[config.mk]
export PLATFORM = sky130hd
export DESIGN_NAME = alu_exec_unit
export DESIGN_NICKNAME = d
export VERILOG_FILES = /design/src/rtl/alu_exec_unit.sv
export SDC_FILE = /design/constraint.sdc
export NUM_CORES = 1
export LEC_CHECK = 0
export BUFFER_PORTS_ARGS = -buffer_cell sky130_fd_sc_hd__clkbuf_2
export CAP_MARGIN = 20
export CORE_AREA = 2 2 172 174
export CTS_CLUSTER_DIAMETER = 40
export DETAILED_ROUTE_END_ITERATION = 7
export DIE_AREA = 0 0 174 176
export PLACE_DENSITY = 0.81
export SLEW_MARGIN = 30
export SYNTH_ARGS = -nofsm -noshare
export SYNTH_HDL_FRONTEND = slang
export SYNTH_SLANG_ARGS = --single-unit
export TNS_END_PERCENT = 20
[constraint.sdc]
create_clock -name clk -period 4.71 [get_ports clk]
set_input_delay 0.942 -clock clk [delete_from_list [all_inputs] [get_ports clk]]
set_output_delay 0.942 -clock clk [all_outputs]
set_load 0.02 [all_outputs]
[src/rtl/alu_exec_unit.sv]
// Execute-stage ALU: LUI/AND/OR/ADD/SUB in one cycle, MULTU via iterative shift-add.
// Latency: 1 cycle for single-cycle ops, DATA_WIDTH cycles accept-to-valid_o for MULTU.
// Backpressure: ready_o drops while a multiply is in flight; valid_i is ignored until it returns.
module alu_exec_unit #(
    parameter int DATA_WIDTH = 32
) (
    input  logic                  clk,
    input  logic                  reset,
    input  logic                  valid_i,
    output logic                  ready_o,
    input  logic [3:0]            alu_operation_i,
    input  logic [DATA_WIDTH-1:0] a_i,
    input  logic [DATA_WIDTH-1:0] b_i,
    output logic                  valid_o,
    output logic [DATA_WIDTH-1:0] result_o,
    output logic [DATA_WIDTH-1:0] result_hi_o,
    output logic                  zero_o
);

    localparam int CW = (DATA_WIDTH > 1) ? $clog2(DATA_WIDTH) : 1;

    localparam logic [3:0] OP_LUI   = 4'b0000;
    localparam logic [3:0] OP_AND   = 4'b0001;
    localparam logic [3:0] OP_OR    = 4'b0010;
    localparam logic [3:0] OP_ADD   = 4'b0011;
    localparam logic [3:0] OP_SUB   = 4'b0100;
    localparam logic [3:0] OP_MULTU = 4'b0101;

    typedef enum logic {S_IDLE = 1'b0, S_MUL = 1'b1} state_t;

    state_t                  state_q, state_d;
    logic [CW-1:0]           cnt_q, cnt_d;
    logic [2*DATA_WIDTH-1:0] mcand_q, mcand_d;
    logic [DATA_WIDTH-1:0]   mplier_q, mplier_d;
    logic [2*DATA_WIDTH-1:0] acc_q, acc_d;
    logic [DATA_WIDTH-1:0]   result_q, result_d;
    logic [DATA_WIDTH-1:0]   result_hi_q, result_hi_d;
    logic                    zero_q, zero_d;
    logic                    valid_q, valid_d;

    logic                    accept;
    logic                    is_mul;
    logic                    mul_last;
    logic [DATA_WIDTH-1:0]   alu_res;
    logic [2*DATA_WIDTH-1:0] acc_sum;

    assign accept   = valid_i & ready_o;
    assign is_mul   = (alu_operation_i == OP_MULTU);
    assign mul_last = (cnt_q == CW'(DATA_WIDTH - 1));

    // State register; reset aborts any multiply in progress.
    always_ff @(posedge clk or negedge reset) begin
        if (!reset) begin
            state_q <= S_IDLE;
        end else begin
            state_q <= state_d;
        end
    end

    // Next state: enter MUL on an accepted MULTU, leave after the last multiplier bit.
    always_comb begin
        state_d = state_q;
        case (state_q)
            S_IDLE:  if (accept && is_mul) state_d = S_MUL;
            S_MUL:   if (mul_last)         state_d = S_IDLE;
            default: state_d = S_IDLE;
        endcase
    end

    // FSM output: the unit only accepts work while idle.
    always_comb begin
        ready_o = (state_q == S_IDLE);
    end

    // Single-cycle op result; unknown codes produce zero.
    always_comb begin
        alu_res = '0;
        case (alu_operation_i)
            OP_LUI:  alu_res = b_i << (DATA_WIDTH / 2);
            OP_AND:  alu_res = a_i & b_i;
            OP_OR:   alu_res = a_i | b_i;
            OP_ADD:  alu_res = a_i + b_i;
            OP_SUB:  alu_res = a_i - b_i;
            default: alu_res = '0;
        endcase
    end

    // One shift-add step: add the shifted multiplicand when the current multiplier bit is set.
    always_comb begin
        acc_sum = acc_q + (mplier_q[0] ? mcand_q : '0);
    end

    // Datapath next state: operand latch, multiply iteration and registered outputs.
    always_comb begin
        cnt_d       = cnt_q;
        mcand_d     = mcand_q;
        mplier_d    = mplier_q;
        acc_d       = acc_q;
        result_d    = result_q;
        result_hi_d = result_hi_q;
        zero_d      = zero_q;
        valid_d     = 1'b0;
        if (state_q == S_IDLE) begin
            if (accept) begin
                if (is_mul) begin
                    mcand_d  = {{DATA_WIDTH{1'b0}}, a_i};
                    mplier_d = b_i;
                    acc_d    = '0;
                    cnt_d    = '0;
                end else begin
                    result_d    = alu_res;
                    result_hi_d = '0;
                    zero_d      = (alu_res == '0);
                    valid_d     = 1'b1;
                end
            end
        end else begin
            acc_d    = acc_sum;
            mcand_d  = mcand_q << 1;
            mplier_d = mplier_q >> 1;
            cnt_d    = cnt_q + CW'(1);
            if (mul_last) begin
                cnt_d       = '0;
                result_d    = acc_sum[DATA_WIDTH-1:0];
                result_hi_d = acc_sum[2*DATA_WIDTH-1:DATA_WIDTH];
                zero_d      = (acc_sum[DATA_WIDTH-1:0] == '0);
                valid_d     = 1'b1;
            end
        end
    end

    // Datapath registers; outputs hold their values between valid_o pulses.
    always_ff @(posedge clk or negedge reset) begin
        if (!reset) begin
            cnt_q       <= '0;
            mcand_q     <= '0;
            mplier_q    <= '0;
            acc_q       <= '0;
            result_q    <= '0;
            result_hi_q <= '0;
            zero_q      <= 1'b0;
            valid_q     <= 1'b0;
        end else begin
            cnt_q       <= cnt_d;
            mcand_q     <= mcand_d;
            mplier_q    <= mplier_d;
            acc_q       <= acc_d;
            result_q    <= result_d;
            result_hi_q <= result_hi_d;
            zero_q      <= zero_d;
            valid_q     <= valid_d;
        end
    end

    assign valid_o     = valid_q;
    assign result_o    = result_q;
    assign result_hi_o = result_hi_q;
    assign zero_o      = zero_q;

endmodule
==> impl_metrics.tcl, run 1 <==
set metrics [dict create \
    status "finished, final reports clean" \
    synth_top_cell_by_area "dfrtp_1" \
    drt_wl_total_um 56200 \
    rsz0062_at_grt "yes" \
    period_needed_ps 4510 \
    io_pins 138 \
    wire_per_inst_um 20.3 \
    fp.dieW_um 174 \
    holdWs_ps 428 \
    synth_fp_nets 2311 \
    cts_buffers 38 \
    synth_edf_count 0 \
    ant_nets 0 \
    clkTransAtPathRegs_ps 50 \
    cts_max_level 2 \
    crit_arrival_ps 4980 \
    hold_viol_final 0 \
    die_area_um2 30600 \
    skew_ps 22.4 \
    ys_types 90 \
    syn_inst 2139 \
    worstSkewPairLatency_ps 540 \
    vias 17400 \
    core_area_um2 28500 \
    relSlewSlack_pct 40.8 \
    yosysMostFrequentCell "nand2_1" \
    drc 0 \
    post-dp-hpwl_um 41300 \
    place.gp.congestion 0.973 \
    fin_crit_sh_pct 95.7 \
    yosysSeqAreaShare_pct 33.1 \
    gr-usage-all-layers_pct 36.4 \
    final-instance-count-excl-fill 2762 \
    setup_violations 0 \
    grt_pass1_wl_um 89600 \
    numPortBuffers 137 \
    cts-resized-gates 0 \
    firstDrtPassIters 8 \
    grt_pass1_vias 17000 \
    hold_path.class "in2async" \
    cts_sinks 232 \
    row_count 62 \
    grt_max_degree 108 \
    die_y_um 176 \
    yosysTopAreaCellShare_pct 33.1 \
    cp.required_ps 5190 \
    worstMarginPinSlew_ps 876 \
    mappedNetlistArea_um2 17500 \
    async_flop_share_pct 100 \
    synth_common_cells "nand2_1, dfrtp_1, o21ai_0, a21oi_1, nor2_1" \
    final_nets 2519 \
    area_growth_pct 20.3 \
    post-cts-setup-buffers 0 \
    cts_max_path_buffers 3 \
    slowest_delay_ps 500 \
    crit_chain "clkbuf_2, buf_4, nor4b_4, a21oi_1, xnor2_1, ha_1, nand4_1, o21ai_0, nor4_1, buf_4, nor3_1, o22ai_1, a211oi_2, o211ai_1, a2111oi_0, nand4b_1, nor3_1, a31o_1" \
    drive_gt1_share_pct 18.5 \
    grt_overflow 0 \
    ys_ff_latch 232 \
    synth_area_leaders "dfrtp_1, nand2_1, ha_1, o21ai_0, a21o_1" \
    end_kind "flop" \
    power_density_nw_per_um2 498 \
    synth_ff_type "dfrtp_1" \
    critPathLaunchType "input pin" \
    dp_cells 2691 \
    hold_buffers 0 \
    cap_viol_max_count 0 \
    setup_tns_ps 0 \
    crit_slowest_cell "nor4b_4" \
    cts_tree "done" \
    cp_num_buf_inv 3 \
    yosys_warnings 0 \
    drtIter0Drc 1798 \
    critPathKind "in2reg" \
    p_leak_nw 10.5 \
    fmax_ghz 0.222 \
    path_max_fanout 8 \
    antenna_found_initial 1 \
    path_delay_family "compound AO/OA/AOI/OAI gates" \
    avgViaCountPerCell 6.31 \
    max-vdd-ir-drop_v 0.000394 \
    initial_core_util_pct 61.4 \
    cts-root-buf "clkbuf_16" \
    postSynthAreaPerCell_um2 8.19 \
    drv_slew 0 \
]
==> registers in the layout (all words and copies together), names as in the netlist <==
name / count
result_hi_o: 32
acc_q: 64
zero_o: 1
result_o: 32
cnt_q: 5
valid_o: 1
state_q: 1
mplier_q: 32
mcand_q: 64
==> metrics by stage <==
step	setup slack, ps	area (um^2)	utilization [%]	power [W]
2_1_floorplan	-44.2	17600	-	0.00588
3_3_place_gp	-557	19600	68.6	0.00706
3_5_place_dp	-537	19600	68.6	0.00722
4_1_cts	2.61	21000	73.7	0.0105
5_1_grt	-31.6	21100	73.8	0.0111
6_report	205	21100	73.8	0.0105
==> worst reg2reg max path: cells and delay by family (launching register included) <==
family,cells,cell delay (ps)
AOI/OAI and AO/OA,9,2470
DFF,1,490
and+or+nand+nor,2,380
xor gates and xnor gates,1,310
adders and majority gates,1,290
buffers and inverters,1,270
==> cells by family after synthesis <==
family	after synthesis	share of synthesized area (%)
XOR/XNOR	100	5.00
adder cells (fa/ha/maj)	101	7.30
AND/OR/NAND/NOR	727	19.7
AO/OA/AOI/OAI	707	26.1
multiplexers	79	4.58
flip-flops	232	33.1
buffers and inverters	193	4.26
==> path summary, 6_finish.rpt <==
path | from | end | slack [ps] | cells past startpoint
max in group asynchronous | reset | mplier_q[7]$_DFFE_PN0P_ | 3170 | 2
min reg2reg | result_hi_o[20]$_DFFE_PN0P_ | result_hi_o[20]$_DFFE_PN0P_ | 480 | 2
max | alu_operation_i[3] | zero_o$_DFFE_PN0P_ | 200 | 18
max reg2reg | mplier_q[0]$_DFFE_PN0P_ | acc_q[57]$_DFFE_PN0P_ | 370 | 14
min | reset | result_hi_o[4]$_DFFE_PN0P_ | 430 | 1
min in group clk | result_hi_o[20]$_DFFE_PN0P_ | result_hi_o[20]$_DFFE_PN0P_ | 480 | 2
==> report_power, final <==
group          internal [W]  leakage (nW)  total [W]  switching, W
logic               0.00149          6.76    0.00403       0.00254
clock network       0.00213         0.701    0.00319       0.00107
registers           0.00274          3.08    0.00328      0.000538
==> cells in the final DEF, fill, tap and decap left out, types with 19 or more instances in the layout <==
| cell type | instances |
|---|---|
| o21ai_0 | 205 |
| clkbuf_2 | 136 |
| o22ai_1 | 22 |
| nor2b_1 | 20 |
| ha_1 | 99 |
| clkbuf_16 | 38 |
| nand3_1 | 32 |
| dfrtp_1 | 231 |
| and3_1 | 21 |
| xnor2_1 | 58 |
| nor2_1 | 119 |
| mux2i_1 | 70 |
| nand2_1 | 330 |
| xor2_1 | 42 |
| and2_1 | 73 |
| inv_1 | 44 |
| a21o_1 | 102 |
| buf_4 | 176 |
| a21oi_1 | 150 |
| nand4_1 | 24 |
| a22o_1 | 24 |
| a31oi_1 | 19 |
| nor3_1 | 30 |
==> layout make-up <==
| class | instances | area [um^2] |
|---|---|---|
| clock buffers | 42 | 976 |
| diodes | 1 | 2.50 |
| multi-input cells | 1714 | 11100 |
| repair buffers | 315 | 2060 |
| fillers | 2245 | 7480 |
| flip-flops and latches | 232 | 5810 |
| inverters | 46 | 173 |
| clock inverters | 28 | 473 |
| well taps | 384 | 480 |
==> per-layer routing <==
metal	share of wire, %	wire length [um]	global-route usage (%)	vias up
li1	-	-	-	8122
met1	41	23200	46.6	8355
met2	47	26700	61.2	774
met3	6.2	3500	4.69	169
met4	4.9	2750	17.8	0
met5	0	0	0	-
No activity file was read; power rests on OpenSTA's default activity.
==> run 2: changes to the inputs <==
BUFFER_PORTS_ARGS = unset   (was -buffer_cell sky130_fd_sc_hd__clkbuf_2)
CORE_AREA = 2 2 168 170   (was 2 2 172 174)
DIE_AREA = 0 0 170 172   (was 0 0 174 176)
DONT_BUFFER_PORTS = 1   (was unset)
PLACE_DENSITY = 0.8   (was 0.81)
==> run 2 against run 1 <==
Final cell count fell by 9.3%; sequential power rose by 7.6%; maximum frequency rose by 1.9%; largest cell class unchanged; largest power group is now registers; highest routed layer unchanged.
==> impl_metrics.tcl, run 2 (synthesis gave the netlist of run 1 again) <==
set metrics [dict create \
    highest_layer "met4" \
    final_cell_mix "nand2_1, dfrtp_1, o21ai_0, a21oi_1, nor2_1" \
    drc 0 \
    wl_met1_um 21800 \
    fillerInstances 2188 \
    cp.required_ps 5140 \
    antenna_found_initial 0 \
    crit_slowest_cell "or4_4" \
    crit_arrival_ps 4850 \
    drive_gt1_share_pct 10.2 \
    initial_core_util_pct 63.7 \
    grt_overflow 0 \
    grt_pass1_vias 15400 \
    relSlewSlack_pct 34.8 \
    die_area_um2 29200 \
    fmax_ghz 0.226 \
    wl_met2_um 25300 \
    p_comb_share_pct 36.1 \
    rsz0062_at_grt "no" \
    gr-usage-all-layers_pct 36.1 \
    status "finished, final reports clean" \
    p_int_w 0.00552 \
    wire_per_inst_um 21.3 \
    ant_nets 0 \
    post-dp-hpwl_um 39400 \
    setup_violations 0 \
    row_count 61 \
    path_delay_family "simple AND/OR/NAND/NOR gates" \
    final_nets 2307 \
    pwr-share-clk_pct 26.3 \
    critPathLaunchType "input pin" \
    skew_ps 21.3 \
    layout_commonest_cell "nand2_1" \
    cts_sinks 232 \
    grt_pass1_wl_um 83800 \
    drt_wl_total_um 53500 \
    hold_path.class "in2async" \
    wl_met3_um 4360 \
    place.gp.congestion 1.03 \
    multi_input_area_um2 11100 \
    die_y_um 172 \
    drtIter0Drc 1512 \
    p_leak_nw 9.45 \
    seq_power_share_pct 37.6 \
    final-instance-count-excl-fill 2505 \
    max-vdd-ir-drop_v 0.000311 \
    hold_viol_final 0 \
    critPathKind "in2reg" \
    drv_slew 0 \
    vias 16300 \
    end_kind "flop" \
    firstDrtPassIters 5 \
    cts_max_level 2 \
    r2r-start "mplier_q[0]$_DFFE_PN0P_" \
    worstSkewPairLatency_ps 520 \
    numPortBuffers 0 \
    p_total_w 0.00939 \
    reg.largest.list "acc_q (64), mcand_q (64)" \
    core_area_um2 27500 \
    fp.dieW_um 170 \
    reg2reg_slack_ps 430 \
    cts_max_path_buffers 3 \
    area_growth_pct 11.0 \
    cts_buffers 34 \
    r2r_end "acc_q[57]$_DFFE_PN0P_" \
    grt_max_degree 233 \
    io_pins 138 \
    worstMarginPinSlew_ps 979 \
    cp_num_buf_inv 1 \
    dp_cells 2445 \
    cts-root-buf "clkbuf_16" \
    cts_tree "done" \
    seq_area_um2 5810 \
    crit_chain "or4_4, nor4_2, nand2_1, buf_4, or3_1, o31ai_1, xor2_1, ha_1, a22o_1, nor3_1, nor2b_1, a21o_1, a31o_2, a21oi_1, a311oi_1, and3_1, a21o_1, a21oi_1" \
    period_needed_ps 4420 \
    fin_crit_sh_pct 93.9 \
    r2r_cells 14 \
    diodes 0 \
    avgViaCountPerCell 6.52 \
    switching_share_pct 41.2 \
    clkTransAtPathRegs_ps 60 \
    post-cts-setup-buffers 0 \
    path_max_fanout 6 \
    power_density_nw_per_um2 483 \
    cap_viol_max_count 0 \
    p_switching_w 0.00387 \
    slowest_delay_ps 540 \
]
run 2: cell types whose count changed in the layout (fill, tap and decap cells not counted), sizes merged:
cell / before / now
buf: 179 / 107
bufinv: 11 / 1
clkbuf: 178 / 41
clkinv: 6 / 9
clkinvlp: 3 / 1
diode: 1 / 0
run 2: how the worst max path moves through the flow:
stage                             startpoint  slack (ps)                       end  cells past startpoint
final                                b_i[10]         290  result_o[31]$_DFFE_PN0P_                     18
after global routing                 b_i[10]          10        zero_o$_DFFE_PN0P_                     17
after CTS                 alu_operation_i[0]         200  result_o[30]$_DFFE_PN0P_                     17
after detailed placement  alu_operation_i[0]        -280  result_o[30]$_DFFE_PN0P_                     17
after global placement               b_i[17]        -160  result_o[30]$_DFFE_PN0P_                     19
after floorplan           alu_operation_i[0]         -40  result_o[31]$_DFFE_PN0P_                     19
run 2: worst reg2reg max path: cells and delay by family, from the launching register on:
kind            cells  cell delay (ps)
simple gates        1              180
buf+inv             1              230
xor+xnor            1              290
flops               1              510
fa+ha+maj           1              380
compound gates     10             2510
run 2: cell type report:
cell class / count / area share, %
clock buffers: 41 / 4.78
clock inverters: 19 / 0.875
inverters: 46 / 0.888
multi-input cells: 1714 / 57.1
flip-flops and latches: 232 / 29.9
well taps: 346 / 2.23
repair buffers: 107 / 4.30
run 2: timing repair:
item / CTS / global route
hold buffers: 0 / 0
endpoints found under the setup margin: 0 / 2
gates resized for setup: 0 / 2
endpoints found under the hold margin: 0 / 0
run 2: through the flow:
step                      TNS, ps  cell area, um^2  util (%)  hold WS [ps]  setup slack (ps)
after floorplan             -44.2            17600         -           445             -44.2
after global routing            0            19400      70.8           119              12.8
after CTS                       0            19400      70.7           120               201
after global placement       -549            18300      66.6           458              -163
after detailed placement    -1180            18300      66.7           470              -285
final                           0            19400      70.8           125               290
run 2: layer usage:
layer / GRT usage (%) / vias up
met5: 0 / -
met4: 14.0 / 0
met3: 7.44 / 120
met2: 59.8 / 647
met1: 46.6 / 7857
li1: - / 7707
run 2: power groups by stage:
stage / sequential (W) / combinational, W / clock, W
finish: 0.00353 / 0.00339 / 0.00246
global route: 0.00362 / 0.00377 / 0.00257
global placement: 0.00351 / 0.00319 / 0
detailed placement: 0.00354 / 0.00331 / 0
floorplan: 0.00334 / 0.00254 / 0
CTS: 0.00352 / 0.00334 / 0.00248
==> run 3: changes to the inputs <==
MAX_ROUTING_LAYER = met4   (was unset)
==> run 3 against run 2 <==
Critical endpoint is now result_o[28]$_DFFE_PN0P_; highest routed layer unchanged; worst hold slack worse by 42 ps; routed wire length up 2.1%; final cell count up 0.64%; largest cell class unchanged.
==> impl_metrics.tcl, run 3 (synthesis gave the netlist of run 1 again) <==
set metrics [dict create \
    status "finished, final reports clean" \
    grt_max_degree 233 \
    stdcell_area_um2 19600 \
    antenna_found_initial 1 \
    vias 16400 \
    drive_gt1_share_pct 10.9 \
    drv_slew 0 \
    crit_start "b_i[10]" \
    hold_viol_final 0 \
    dp_cells 2464 \
    path_max_fanout 6 \
    holdWs_ps 83.1 \
    crit_slowest_cell "or4_4" \
    fp.dieW_um 170 \
    drc 0 \
    drtIter0Drc 1647 \
    clkTransAtPathRegs_ps 60 \
    drt_wl_total_um 54600 \
    die_area_um2 29200 \
    critPathLaunchType "input pin" \
    slowest_delay_ps 530 \
    io_pins 138 \
    cts_max_path_buffers 3 \
    place_area_um2 18400 \
    worstSkewPairLatency_ps 570 \
    final-instance-count-excl-fill 2521 \
    grt_overflow 0 \
    grt_pass1_wl_um 85000 \
    die_y_um 172 \
    avgViaCountPerCell 6.51 \
    cts-root-buf "clkbuf_16" \
    wire_per_inst_um 21.7 \
    relSlewSlack_pct 35.8 \
    final_cell_mix "nand2_1, dfrtp_1, o21ai_0, a21oi_1, buf_4" \
    grt_pass1_vias 15900 \
    setup_violations 0 \
    critPathKind "in2reg" \
    place.gp.congestion 0.993 \
    fmax_ghz 0.222 \
    max-vdd-ir-drop_v 0.000358 \
    gr-usage-all-layers_pct 37.7 \
    ant_nets 0 \
    core_area_um2 27500 \
    row_count 61 \
    cts_tree "done" \
    worstMarginPinSlew_ps 963 \
    end_kind "flop" \
    numPortBuffers 0 \
    post-dp-hpwl_um 40100 \
    rsz0062_at_grt "no" \
    firstDrtPassIters 6 \
    area_growth_pct 11.7 \
    r2r-start "mplier_q[0]$_DFFE_PN0P_" \
    p_leak_nw 9.53 \
    fin_crit_sh_pct 95.6 \
    post-cts-setup-buffers 0 \
    initial_core_util_pct 63.7 \
    cts_sinks 232 \
    crit_top_cell "buf_4" \
    cts_buffers 30 \
    cap_viol_max_count 0 \
    finalWorstSetupSlack_ps 206 \
    hold_path.class "in2async" \
    cp.required_ps 5150 \
    layout_commonest_cell "nand2_1" \
    p_total_w 0.00944 \
    reg.largest.list "acc_q (64), mcand_q (64)" \
    final_nets 2322 \
    cts_max_level 1 \
    dp_slack_ps -393 \
    crit_arrival_ps 4940 \
    period_needed_ps 4500 \
    crit_chain "or4_4, nor4_2, nand2_1, o41ai_2, xor2_1, ha_1, nand3_1, o211ai_1, nor3_1, nor2_1, o31ai_2, buf_4, o21ai_1, o21ai_0, nand4b_1, o311ai_0, buf_4, o21ai_1, buf_4, nand2_1" \
    power_density_nw_per_um2 483 \
    skew_ps 24.4 \
]
run 3: cell types whose count changed in the layout (fill, tap and decap cells not counted), sizes merged:
cell,delta
clkinvlp,+1
inv,-1
clkinv,-1
buf,+19
diode,+1
clkbuf,-7
bufinv,+4
run 3: cell type report:
type                            count  area [um^2]
Timing Repair Buffer              126          950
Inverter                           46          173
Tap cell                          346          433
Fill cell                        2131         7910
Multi-Input combinational cell   1714        11100
Clock buffer                       34          796
Clock inverter                     22          310
Sequential cell                   232         5810
Antenna cell                        1         2.50
run 3: final timing paths:
kind	to	slack (ps)	cells after the start
min	mcand_q[36]$_DFFE_PN0P_	80	0
min in group clk	mplier_q[0]$_DFFE_PN0P_	490	2
min reg2reg	mplier_q[0]$_DFFE_PN0P_	490	2
max reg2reg	result_hi_o[7]$_DFFE_PN0P_	330	15
max	result_o[28]$_DFFE_PN0P_	210	20
max in group asynchronous	mplier_q[15]$_DFFE_PN0P_	4320	0
run 3: worst max-delay path: cells and delay by family:
family,cells,cell delay [ps]
compound gates,7,1520
simple gates,8,1500
buf+inv,3,500
fa+ha+maj,1,340
xor+xnor,1,120
run 3: repair_timing:
| action | 4_1_cts | 5_1_grt |
|---|---|---|
| hold buffers | 0 | 0 |
| setup endpoints to repair | 0 | 3 |
| gates resized for setup | 0 | 3 |
run 3: metrics by stage:
step / TNS (ps) / util, %
2_1_floorplan: -44.2 / -
3_3_place_gp: -1280 / 67.1
3_5_place_dp: -1350 / 67.1
4_1_cts: 0 / 71.1
5_1_grt: 0 / 71.2
6_report: 0 / 71.2
run 3: layer usage:
metal | wire (um) | vias to the layer above | global-route usage [%]
met5 | 0 | - | -
met4 | 2250 | 0 | 14.2
met3 | 4300 | 141 | 8.38
met2 | 25700 | 668 | 62.1
met1 | 22300 | 7862 | 45.7
li1 | - | 7745 | -
run 3: where the power goes:
part           switching [W]  total, W  internal [W]
Sequential          0.000793   0.00353       0.00274
Clock               0.000966   0.00249       0.00152
Combinational        0.00212   0.00343       0.00131
